`src/rtl/multicycle_control.sv`:
```
// Multicycle MIPS-style control FSM with parameterized memory wait states.
// Define MC_TRAP_EN to trap on illegal opcodes; otherwise they execute as a NOP.
module multicycle_control #(
    parameter int MEM_WAIT = 0
) (
    input  logic       clk,
    input  logic       reset,
    input  logic [5:0] opcode,
    output logic       pc_write,
    output logic       pc_write_cond,
    output logic       i_or_d,
    output logic       mem_read,
    output logic       mem_write,
    output logic       ir_write,
    output logic       mem_to_reg,
    output logic       reg_dst,
    output logic       reg_write,
    output logic       alu_src_a,
    output logic [1:0] alu_src_b,
    output logic [1:0] alu_op,
    output logic [1:0] pc_source,
    output logic [3:0] state,
    output logic       illegal
);

    typedef enum logic [3:0] {
        IDLE      = 4'd0,
        FETCH     = 4'd1,
        DECODE    = 4'd2,
        MEM_ADDR  = 4'd3,
        MEM_READ  = 4'd4,
        MEM_WB    = 4'd5,
        MEM_WRITE = 4'd6,
        EXECUTE   = 4'd7,
        R_WB      = 4'd8,
        BRANCH    = 4'd9,
        IMM_EXEC  = 4'd10,
        IMM_WB    = 4'd11,
        TRAP      = 4'd12
    } state_t;

    localparam logic [5:0] OP_R    = 6'b000000;
    localparam logic [5:0] OP_LW   = 6'b100011;
    localparam logic [5:0] OP_SW   = 6'b101011;
    localparam logic [5:0] OP_BEQ  = 6'b000100;
    localparam logic [5:0] OP_ADDI = 6'b001000;
    localparam logic [5:0] OP_SUBI = 6'b001001;
    localparam logic [3:0] WAIT_LAST = 4'(MEM_WAIT);

    state_t     cur, nxt;
    logic [3:0] wait_cnt;
    logic [5:0] op_q;
    logic       wait_done;
    logic       is_mem;

    assign wait_done = (wait_cnt == WAIT_LAST);
    assign is_mem    = (cur == FETCH) || (cur == MEM_READ) || (cur == MEM_WRITE);
    assign state     = cur;

    // Counter restarts on every state change so each memory state gets a full window.
    always_ff @(posedge clk or posedge reset) begin
        if (reset) begin
            cur      <= IDLE;
            wait_cnt <= 4'd0;
            op_q     <= 6'd0;
        end else begin
            cur <= nxt;
            if (nxt != cur)
                wait_cnt <= 4'd0;
            else if (is_mem)
                wait_cnt <= wait_cnt + 4'd1;
            if (cur == DECODE || cur == MEM_ADDR)
                op_q <= opcode;
        end
    end

    always_comb begin
        nxt           = cur;
        pc_write      = 1'b0;
        pc_write_cond = 1'b0;
        i_or_d        = 1'b0;
        mem_read      = 1'b0;
        mem_write     = 1'b0;
        ir_write      = 1'b0;
        mem_to_reg    = 1'b0;
        reg_dst       = 1'b0;
        reg_write     = 1'b0;
        alu_src_a     = 1'b0;
        alu_src_b     = 2'b00;
        alu_op        = 2'b00;
        pc_source     = 2'b00;
        illegal       = 1'b0;
        case (cur)
            IDLE: nxt = FETCH;
            FETCH: begin
                mem_read  = 1'b1;
                alu_src_b = 2'b01;
                if (wait_done) begin
                    ir_write = 1'b1;
                    pc_write = 1'b1;
                    nxt      = DECODE;
                end
            end
            DECODE: begin
                alu_src_b = 2'b11;
                case (opcode)
                    OP_LW, OP_SW:      nxt = MEM_ADDR;
                    OP_R:              nxt = EXECUTE;
                    OP_BEQ:            nxt = BRANCH;
                    OP_ADDI, OP_SUBI:  nxt = IMM_EXEC;
`ifdef MC_TRAP_EN
                    default:           nxt = TRAP;
`else
                    default:           nxt = FETCH;
`endif
                endcase
            end
            MEM_ADDR: begin
                alu_src_a = 1'b1;
                alu_src_b = 2'b10;
                nxt       = (opcode == OP_SW) ? MEM_WRITE : MEM_READ;
            end
            MEM_READ: begin
                mem_read = 1'b1;
                i_or_d   = 1'b1;
                if (wait_done) nxt = MEM_WB;
            end
            MEM_WB: begin
                reg_write  = 1'b1;
                mem_to_reg = 1'b1;
                nxt        = FETCH;
            end
            MEM_WRITE: begin
                mem_write = 1'b1;
                i_or_d    = 1'b1;
                if (wait_done) nxt = FETCH;
            end
            EXECUTE: begin
                alu_src_a = 1'b1;
                alu_op    = 2'b10;
                nxt       = R_WB;
            end
            R_WB: begin
                reg_write = 1'b1;
                reg_dst   = 1'b1;
                nxt       = FETCH;
            end
            BRANCH: begin
                alu_src_a     = 1'b1;
                alu_op        = 2'b01;
                pc_write_cond = 1'b1;
                pc_source     = 2'b01;
                nxt           = FETCH;
            end
            IMM_EXEC: begin
                alu_src_a = 1'b1;
                alu_src_b = 2'b10;
                alu_op    = (op_q == OP_SUBI) ? 2'b01 : 2'b00;
                nxt       = IMM_WB;
            end
            IMM_WB: begin
                reg_write = 1'b1;
                nxt       = FETCH;
            end
`ifdef MC_TRAP_EN
            TRAP: begin
                illegal = 1'b1;
                nxt     = TRAP;
            end
`endif
            default: nxt = IDLE;
        endcase
    end

endmodule

```
`config.mk`:
```
export PLATFORM = sky130hd
export DESIGN_NAME = multicycle_control
export DESIGN_NICKNAME = d
export VERILOG_FILES = /design/src/rtl/multicycle_control.sv
export SDC_FILE = /design/constraint.sdc
export NUM_CORES = 1
export LEC_CHECK = 0
export BUFFER_PORTS_ARGS = -buffer_cell sky130_fd_sc_hd__clkbuf_2
export CAP_MARGIN = 10
export CORE_MARGIN = 2
export CORE_UTILIZATION = 37
export CTS_BUF_LIST = sky130_fd_sc_hd__clkbuf_2
export CTS_CLUSTER_SIZE = 20
export DETAILED_ROUTE_END_ITERATION = 12
export SETUP_SLACK_MARGIN = 0.05
export SLEW_MARGIN = 30
export SYNTH_ARGS = -nofsm -noshare
export SYNTH_HDL_FRONTEND = slang
export SYNTH_SLANG_ARGS = --single-unit
export TNS_END_PERCENT = 20
```
`constraint.sdc`:
```
create_clock -name clk -period 2.39 [get_ports clk]
set_clock_uncertainty 0.05 [all_clocks]
set_input_delay 0.3585 -clock clk [delete_from_list [all_inputs] [get_ports clk]]
set_output_delay 0.3585 -clock clk [all_outputs]
set_load 0.01 [all_outputs]
```
==> out/results.ini <==
[clocking]
cts_buffers=3
cts_tree=done
post_cts_resized=0
clkTransAtPathRegs_ns=0.15
cts_max_level=1
clockRootBuffer=clkbuf_2
cts.sinks=14
cts_hold_buf=0
clockBufferDepth=2
post-cts-setup-buffer-count=0
clkLatencyLatePin_ns=0.29

[finish]
layout_common_cells=clkbuf_2, nor2_1, dfrtp_1
n_fill_cell=272
final_net_count=160
diodes=0
syn_to_final_growth_pct=15.7
drive_gt1_share_pct=33.6
regArea_um2=350
multi_input_area_um2=622
layout_commonest_cell=clkbuf_2
final_area_mm2=0.00123

[timing]
hold_slack_ns=0.0224
hold_viol_final=0
post-route-period-util_pct=90.8
layout_setup_ws_ns=0.220
period_minus_slack_ns=2.17
slew_headroom_pct=62.5
setup_viol=0
slew_viol_final=0
fmaxAchievable_mhz=461
worst_pin_slew_ns=0.563
rsz0062_at_grt=false
fin_tns_setup_ns=0

[logic_synthesis]
avgSynthCellArea_um2=8.63
yosys.area.top_type=dfrtp_1
synthArstFlopShare_pct=100
synth_top_cells_by_area=dfrtp_1, mux2_2, nor2_1
synth_cell_type_count=46
synth_seq_cells=14
synth-edff-count=0
ys_warn_count=0
synthCells=123
synth.yosys.seq_area_share_pct=33.0
synth-main-ff-cell=dfrtp_1
netlist_area_mm2=0.00106
yosys.area.top_type_share_pct=33.0

[critical_path]
critPathRequiredTime_ns=1.98
path_class=register to output pin
crit_path_max_fanout=10
reg2reg_slack_ns=0.32
reg2reg_depth=8
cp.arrival_ns=1.76
start_kind=register
cp-end-kind=output pin

[drt]
wire_per_inst_um=14.8
wl_um=2660
num_vias=1034
via_per_inst=5.74
drcViolationCount=0
drt_iter0_drc=27
ant_nets=0
firstDrtPassIters=4

[power]
p_leak_nw=0.547
power_density_mw_per_mm2=1150
p_seq_share_pct=28.9
swShare_pct=46.5
clkPwrFrac_pct=8.4
switchingPower_mw=0.658
internal-power_mw=0.756
pwr-share-comb_pct=62.7
peakVddDrop_mv=0.614
power_mw=1.41

[global_route]
grt.total_usage_pct=16.6
grt_max_degree=15
antenna_found_initial=0
grt_pass1_wl_um=4350
grt_pass1_vias=931
gr-total-overflow=0

[floorplan]
fp.coreArea_mm2=0.00273
die_y_um=57.6
die_w_um=57.6
start_util_pct=38.8
num_rows=19
ios=29
die-area_mm2=0.00331

[run]
drv_cap=0

[placed_design]
hpwlAfterDp_um=2010
gp_congestion=0.874
numPortBuffers=26
place_ws_ns=0.323
place_area_mm2=0.00121

[run_status]
status=finished, final reports clean

[min_path]
hold_path.class=input port to async pin

## Yosys cell counts (2+ instances only)
library cell / instances
a2111oi_0: 2
a21oi_1: 10
buf_2: 2
buf_4: 4
clkbuf_1: 2
dfrtp_1: 14
ha_1: 2
inv_1: 8
mux2_2: 6
nand2_1: 7
nand2b_1: 4
nand3_1: 2
nor2_1: 16
nor3_1: 5
o21ai_0: 4
or3_1: 2
or3b_2: 2
xnor2_1: 2
xor2_1: 2
## layer usage
metal	vias to the layer above	share of wire, %	track usage [%]
met2	42	48	25.6
met4	0	1.2	7.31
met5	-	0	0
met1	500	43	22.7
met3	4	8.2	2.95
li1	488	-	-
## layout make-up
cell class / count / share of cell area, %
Sequential cell: 14 / 28.5
Timing Repair Buffer: 31 / 13.7
Clock inverter: 1 / 0.306
Tap cell: 31 / 3.16
Clock buffer: 3 / 1.22
Multi-Input combinational cell: 92 / 50.7
Inverter: 8 / 2.45
## state kept, by name, summed over array words and instances, names as in the netlist
signal    flops
wait_cnt      4
op_q          6
state         4
## power by group through the flow
stage,registers (mW),logic (mW),clock network [mW]
after global placement,0.412,0.874,0
after floorplan,0.384,0.669,0
after CTS,0.409,0.891,0.121
after detailed placement,0.415,0.886,0
final,0.409,0.887,0.118
after global routing,0.420,0.982,0.132
## path summary, 6_finish.rpt
check,to,startpoint
setup / recovery,reg_write,state[1]
hold / removal,op_q[5],reset
setup reg to reg,wait_cnt[1],wait_cnt[1]
hold reg to reg,op_q[5],op_q[5]
max in group asynchronous,state[2],reset
min in group clk,op_q[4],opcode[4]
## worst max-delay path, cell delays in order (launching register included)
cell	delay [ns]
dfrtp_1	0.41
buf_4	0.17
inv_1	0.22
nor2_1	0.13
nor2_1	0.23
a31o_2	0.18
clkbuf_2	0.12
## cell families after synthesis
group | share of synthesized area [%]
other cells | 0.353
simple gates | 26.4
buf+inv | 8.73
fa+ha+maj | 2.36
mux | 6.37
flops | 33.0
xor+xnor | 3.30
compound gates | 19.5
## metrics by stage
step / cells / utilization, %
CTS: 180 / 44.9
finish: 180 / 44.9
global placement: 176 / 44.2
global route: 180 / 44.9
floorplan: 124 / -
detailed placement: 176 / 44.2
No activity file was read; power rests on OpenSTA's default activity.
